--- src/rtl/grid_row_scanner.sv ---
// Snapshots the evolved Game-of-Life grid on load and streams it out one row per valid/ready transfer.
// Optional per-row / per-frame live-cell counts are built when ROW_POPCOUNT_EN is defined.
module grid_row_scanner #(
    parameter int unsigned ROWS = 24,
    parameter int unsigned COLS = 24
) (
    input  logic                 clk,
    input  logic                 reset,
    input  logic [ROWS*COLS-1:0] grid,
    input  logic                 load,
    input  logic                 out_ready,
    output logic                 row_valid,
    output logic [COLS-1:0]      row_data,
    output logic [4:0]           row_idx,
    output logic                 row_first,
    output logic                 row_last,
    output logic                 busy,
    output logic                 frame_done,
    output logic                 overrun,
    output logic [4:0]           row_pop,
    output logic [9:0]           frame_pop
);

    typedef enum logic {
        ST_IDLE = 1'b0,
        ST_SCAN = 1'b1
    } state_t;

    state_t            r_state;
    logic [COLS-1:0]   r_snap [ROWS];
    logic              r_row_valid;
    logic [COLS-1:0]   r_row_data;
    logic [4:0]        r_row_idx;
    logic              r_row_first;
    logic              r_row_last;
    logic              r_busy;
    logic              r_frame_done;
    logic              r_overrun;

    logic [COLS-1:0]   w_grid_rows [ROWS];
    logic [4:0]        w_next_idx;
    logic              w_at_last;
    logic              w_xfer;
    logic              w_advance;
    logic              w_final;
    logic              w_accept;

    // Unpack the flat grid into rows; row 0 occupies the low bits.
    for (genvar g = 0; g < ROWS; g++) begin : g_rows
        assign w_grid_rows[g] = grid[g*COLS +: COLS];
    end

    assign w_next_idx = r_row_idx + 5'd1;
    assign w_at_last  = (r_row_idx == 5'(ROWS - 1));
    assign w_xfer     = r_row_valid & out_ready;
    assign w_advance  = w_xfer & ~w_at_last;
    assign w_final    = w_xfer & w_at_last;
    // A load is honoured in IDLE or exactly on the final row transfer (back-to-back frame).
    assign w_accept   = load & ((r_state == ST_IDLE) | w_final);

    always_ff @(posedge clk) begin
        if (!reset && w_accept) begin
            r_snap <= w_grid_rows;
        end
    end

    always_ff @(posedge clk) begin
        if (reset) begin
            r_state      <= ST_IDLE;
            r_row_valid  <= 1'b0;
            r_row_data   <= '0;
            r_row_idx    <= 5'd0;
            r_row_first  <= 1'b0;
            r_row_last   <= 1'b0;
            r_busy       <= 1'b0;
            r_frame_done <= 1'b0;
            r_overrun    <= 1'b0;
        end else begin
            r_frame_done <= w_final;
            if (load && (r_state == ST_SCAN) && !w_final) begin
                r_overrun <= 1'b1;
            end

            if (w_accept) begin
                r_state     <= ST_SCAN;
                r_busy      <= 1'b1;
                r_row_valid <= 1'b1;
                r_row_idx   <= 5'd0;
                r_row_data  <= w_grid_rows[0];
                r_row_first <= 1'b1;
                r_row_last  <= (ROWS == 1);
            end else if (w_advance) begin
                r_row_idx   <= w_next_idx;
                r_row_data  <= r_snap[w_next_idx];
                r_row_first <= 1'b0;
                r_row_last  <= (w_next_idx == 5'(ROWS - 1));
            end else if (w_final) begin
                r_state     <= ST_IDLE;
                r_busy      <= 1'b0;
                r_row_valid <= 1'b0;
                r_row_first <= 1'b0;
                r_row_last  <= 1'b0;
            end
        end
    end

    assign row_valid  = r_row_valid;
    assign row_data   = r_row_data;
    assign row_idx    = r_row_idx;
    assign row_first  = r_row_first;
    assign row_last   = r_row_last;
    assign busy       = r_busy;
    assign frame_done = r_frame_done;
    assign overrun    = r_overrun;

`ifdef ROW_POPCOUNT_EN
    logic [4:0] r_row_pop;
    logic [9:0] r_frame_acc;
    logic [9:0] r_frame_pop;

    function automatic logic [4:0] f_popcount(input logic [COLS-1:0] v);
        logic [4:0] c;
        c = 5'd0;
        for (int i = 0; i < COLS; i++) begin
            c = c + 5'(v[i]);
        end
        return c;
    endfunction

    // row_pop tracks row_data; the accumulator sums every transferred row of the frame.
    always_ff @(posedge clk) begin
        if (reset) begin
            r_row_pop   <= 5'd0;
            r_frame_acc <= 10'd0;
            r_frame_pop <= 10'd0;
        end else begin
            if (w_accept) begin
                r_row_pop <= f_popcount(w_grid_rows[0]);
            end else if (w_advance) begin
                r_row_pop <= f_popcount(r_snap[w_next_idx]);
            end

            if (w_accept) begin
                r_frame_acc <= 10'd0;
            end else if (w_xfer) begin
                r_frame_acc <= r_frame_acc + 10'(r_row_pop);
            end

            if (w_final) begin
                r_frame_pop <= r_frame_acc + 10'(r_row_pop);
            end
        end
    end

    assign row_pop   = r_row_pop;
    assign frame_pop = r_frame_pop;
`else
    assign row_pop   = 5'd0;
    assign frame_pop = 10'd0;
`endif

endmodule

--- config.mk ---
export PLATFORM = sky130hd
export DESIGN_NAME = grid_row_scanner
export DESIGN_NICKNAME = d
export VERILOG_FILES = /design/src/rtl/grid_row_scanner.sv
export SDC_FILE = /design/constraint.sdc
export NUM_CORES = 1
export LEC_CHECK = 0
export BUFFER_PORTS_ARGS = -buffer_cell sky130_fd_sc_hd__buf_2
export CAP_MARGIN = 10
export CORE_AREA = 3 3 246 248
export DETAILED_ROUTE_END_ITERATION = 8
export DIE_AREA = 0 0 249 251
export PLACE_DENSITY = 0.72
export SLEW_MARGIN = 20
export SYNTH_ARGS = -nofsm -noshare
export SYNTH_HDL_FRONTEND = slang
export SYNTH_SLANG_ARGS = --single-unit
export TNS_END_PERCENT = 100
--- constraint.sdc ---
create_clock -name clk -period 40.6 [get_ports clk]
set_clock_uncertainty 0.2 [all_clocks]
set_input_delay 8.12 -clock clk [delete_from_list [all_inputs] [get_ports clk]]
set_output_delay 8.12 -clock clk [all_outputs]
set_load 0.01 [all_outputs]
# Word level (Yosys, flattened, before mapping)
# Cells that the tools add are included.
# totals
reg_bits,610
in_bits,580
output_inout_bits,50
word_cells,66
# op_classes
add_sub_neg,1
n_lt_le_gt_ge,1
eq_ne,3
n_mux,11
bitwise,8
reduce_logical,11
# ops
operator,count
$bmux W24 S5,1
$mux W24,4
$eq A5 B5 Y1 const B,2
$ge A6 B6 Y1 const B,1
$mux W1,6
$not A5 Y6,1
$reduce_bool A2 Y1,3
$add A5 B1 Y5 const B,1
$and A1 B1 Y1,4
$logic_and A1 B1 Y1,3
$reduce_bool A3 Y1,1
$logic_not A1 Y1,2
$ne A2 B1 Y1 const B,1
$not A1 Y1,2
$reduce_and A2 Y1,1
$reduce_or A2 Y1,1
$or A1 B1 Y1,1

# Longest topological paths before layout
# depth
ltp_word,7
depth_mapped,11
mapped_depth_nobuf,6

# Least setup slack after synthesis
# OpenSTA, ideal clock, no wires.
# synth_path
path_type,input-to-reg
from,input port out_ready
to,register r_snap[0] in the netlist's numbering (enable)
setup_ns,1.586
arrival_ns,33.917
t_required_ns,38.814
setup_slack_ns,4.897
path_stages,6
n_path_buf,2
path_cell_list,inv_1 -> o21ai_4 -> and2_1 -> buf_6 -> buf_2 -> nor2b_1
# synth_via
elab_chain_cells,5
# synth_lines
element,line_no,rtl
"start, declared",11,"input logic out_ready,"
$and A1 B1 Y1,55,assign w_xfer = r_row_valid & out_ready;
$and A1 B1 Y1,57,assign w_final = w_xfer & w_at_last;
$or A1 B1 Y1,59,assign w_accept = load & ((r_state == ST_IDLE) | w_final);
$and A1 B1 Y1,59,
$logic_and A1 B1 Y1,62,if (!reset && w_accept) begin
"end signal, assigned",63,r_snap <= w_grid_rows;
"end, declared",30,logic [COLS-1:0] r_snap [ROWS];
# No other way between the ends.
# A chain may end at the register's enable or synchronous reset.

# Final worst setup path
# layout_path
from,input port out_ready
to,register r_snap[377] in the netlist's numbering (enable)
# The elaborated chain is that of the path after synthesis.

==> metrics.md <==
| Metric | Value |
|---|---|
| Psw | `about 300 µW` |
| Top-area cell type share of the netlist area | `between 70% and 80%` |
| Setup bufs post-CTS | `0` |
| Pin count of the biggest net entering global routing | `between 90 and 100` |
| CP most frequent cell | `buf_4` |
| Final nets | `between 2,000 and 2,500` |
| Slowest stage delay, CP | `approximately 940 ps` |
| Synth Register Bits | `610` |
| Crit Path Category | `in2reg` |
| CTS tree | `built` |
| Comb power frac | `about 7.7%` |
| H-tree lvl count | `2` |
| Relative slew slack | `25.9%` |
| Peak supply drop | `0.0000442 V` |
| Initial drt markers | `around 1,100` |
| Number of max-cap violations | `0` |
| WL per Instance | `25.3 µm` |
| Status | `finished clean` |
| Final hold violations | `0` |
| Clk Latency, worst-skew pair | `roughly 600 ps` |
| Pins Over Slew Limit | `0` |
| CP endpoint kind | `flop` |
| Mean post-synth cell area | `20.7 µm²` |
| Total die area | `roughly 62,000 µm²` |
| Final setup violation count | `0` |
| Clk sinks | `610` |
| Detailed-route vias per instance | `between 5 and 6` |
| Crit start category | `input pin` |
| Final WL | `about 66,000 µm` |
| DR pass1 iterations | `5` |
| Core area | `about 59,000 µm²` |
| Worst slew pin tran | `between 1000 and 1500 ps` |
| Fin Setup TNS | `0 ps` |
| Synth Warn # | `0` |
| Largest delay contributor family on the critical path | `buffers and inverters` |
| Worst EP arrival | `~13,000 ps` |
| Port Buffer Count | `approximately 610` |
| CP max stage cell | `buf_4` |
| Worst Path Required | `between 40,000 and 50,000 ps` |
| Synth area leader | `edfxtp_1` |
| Gpl congestion | `between 0.8 and 0.9` |
| Sequential element share of the synthesized area | `75.1%` |
| Detailed Place HPWL | `48,000 µm` |
| Vias in the first global route | `roughly 14,000` |
| Crit path cell chain | `buf_2 -> inv_1 -> o21ai_4 -> and2_4 -> nor2b_4 -> buf_4 -> buf_4 -> buf_4` |
| Layout area overhead | `24.3%` |
| Fin crit period | `about 13,000 ps` |
| Clk buf depth | `3` |
| Drc violations | `0` |
| Share of layout cells above drive strength 1 | `48.4%` |
| Static Leak | `~0.011 µW` |
| Cell variety after synth | `38` |
| RSZ-0062 raised after global routing | `no` |
| GRT Overall Usage | `between 20% and 30%` |
| Row Count | `89` |
| Hold crit path type | `reg2reg` |
| First-pass GRT wire length | `between 90,000 and 100,000 µm` |
| Achievable Freq | `78.9 MHz` |
| Root Buffer | `clkbuf_16` |
| Internal Power | `approximately 1100 µW` |
| I/O pin cnt | `between 600 and 700` |
| Final period utilization | `31.2%` |
| Antenna Violating Nets Remaining | `0` |
| Initial antenna violation count | `16` |
| Sequential power share | `about half` |
| Die width | `249 µm` |
| Clock share of power | `~41%` |
| Synthesized cell area | `23,900 µm²` |
| Top post-synthesis cells by area | `edfxtp_1, mux4_2, dfxtp_1` |
| Synth Instances | `1,158` |
| Sw frac | `a little over a fifth` |
| CTS clock-pin slew for the worst setup and hold paths | `~60 ps` |
| Die extent in y | `approximately 250 µm` |
| Final core occ | `between 50% and 60%` |
| Worst-path maximum fanout | `84` |
| Worst reg2reg setup slack | `between 30,000 and 40,000 ps` |
| CTS buffer count | `just over 60` |
| Total number of vias | `about 14,000` |
| GRT Residual Overflow | `0` |
| Hold buffers post-CTS | `0` |
| Power Dens Cells | `between 40 and 50 nW/µm²` |
| Initial Util | `between 40% and 50%` |
| Worst Path Buf+Inv | `5` |
| Post-CTS sizing | `0` |
==> per-stage QoR <==
| stage | setup WS (ps) | area [µm²] | total power [µW] | std cells | hold slack (ps) |
|---|---|---|---|---|---|
| after global placement | 27130 | 27600 | 848 | 2488 | 242 |
| after CTS | 27540 | 29700 | 1430 | 2603 | 257 |
| after detailed placement | 26900 | 27600 | 853 | 2488 | 244 |
| after global routing | 27640 | 29800 | 1460 | 2619 | 290 |
| after floorplan | 4900 | 24000 | 824 | 1172 | 270 |
| final | 27930 | 29800 | 1410 | 2620 | 259 |
==> path summary, 6_finish.rpt <==
| kind | cells after the start | from | to |
|---|---|---|---|
| setup / recovery | 8 | out_ready | r_snap[377] |
| hold / removal | 2 | overrun | overrun |
| setup reg to reg | 8 | row_idx[0] | r_snap[377] |
| hold reg to reg | 2 | overrun | overrun |
==> state kept, by name, summed over array words and instances (netlist names) <==
signal / flops
r_snap: 576
row_idx: 5
frame_done: 1
row_first: 1
row_data: 24
busy: 1
overrun: 1
row_last: 1
==> synthesized netlist by cell type, drive strengths merged <==
library cell and n:
nor2 3, a22oi 1, o21ai 1, edfxtp 576
mux2i 49, clkbuf 26, inv 27, nand2 52
nand4 2, xor2 3, nand4b 1, buf 62
o211ai 1, ha 2, nand2b 2, nor4 1
o22ai 24, a21oi 31, dfxtp 34, a21o 24
a211oi 48, mux4 144, xnor2 2, o31a 24
conb 1, and2 3, o21a 1, and3 1
nor3 7, nor2b 2, a2111oi 1, nand3 2
==> tightest hold or removal path: cells and delay by family (launching register included) <==
kind / cells / cell delay [ps]
flip-flops: 1 / 310
buffers and inverters: 1 / 50
AO/OA/AOI/OAI: 1 / 50
==> logic make-up (layout without fill, tap and decap cells) <==
logic type	after synthesis	in the layout	share of synthesized area [%]
fa+ha+maj	2	2	0.105
buf+inv	115	774	2.80
other cells	1	31	0.0157
flops	610	610	75.1
mux	193	193	15.6
xor+xnor	5	5	0.293
compound gates	156	156	4.61
simple gates	76	76	1.46
==> routing by layer <==
| layer | global-route usage (%) | vias up | wire, µm |
|---|---|---|---|
| met2 | 35.5 | 672 | 34200 |
| met4 | 7.60 | 0 | 2120 |
| met3 | 4.73 | 106 | 4970 |
| li1 | - | 6029 | - |
| met5 | 0 | - | 0 |
| met1 | 26.0 | 6946 | 25100 |
==> layout make-up <==
class | count | area [µm²]
antenna | 16 | 40.0
multi-input combinational | 447 | 5390
fill | 4791 | 28900
sequential | 610 | 18000
clock buffer | 68 | 1600
timing repair buffer | 632 | 3230
clock inverter | 47 | 449
tap | 773 | 967
inverter | 27 | 101
==> power by group through the flow <==
stage / clock (µW) / sequential (µW) / combinational, µW
after floorplan: 0 / 765 / 58.5
final: 572 / 730 / 109
after CTS: 585 / 730 / 110
after global routing: 609 / 732 / 118
after detailed placement: 0 / 743 / 109
after global placement: 0 / 741 / 107
==> cells in the final DEF (no fill, tap or decap), types with 2 or more instances in the layout <==
cell	Yosys	final
nand2b_1	2	2
inv_6	0	2
a21o_1	24	24
o22ai_1	24	24
nor3_1	7	7
clkinv_1	0	13
nand2_1	52	52
mux2i_1	49	49
edfxtp_1	576	576
dfxtp_1	34	33
inv_1	27	27
nand4_1	2	2
bufinv_16	0	8
clkbuf_1	26	5
clkbuf_16	0	63
clkinvlp_4	0	9
o31a_1	24	24
a211oi_1	48	48
diode_2	0	16
buf_2	22	614
nor2_1	3	3
mux4_2	144	144
a21oi_1	31	30
clkinv_2	0	15
buf_4	20	16
conb_1	1	15
No activity file was read; power rests on OpenSTA's default activity.
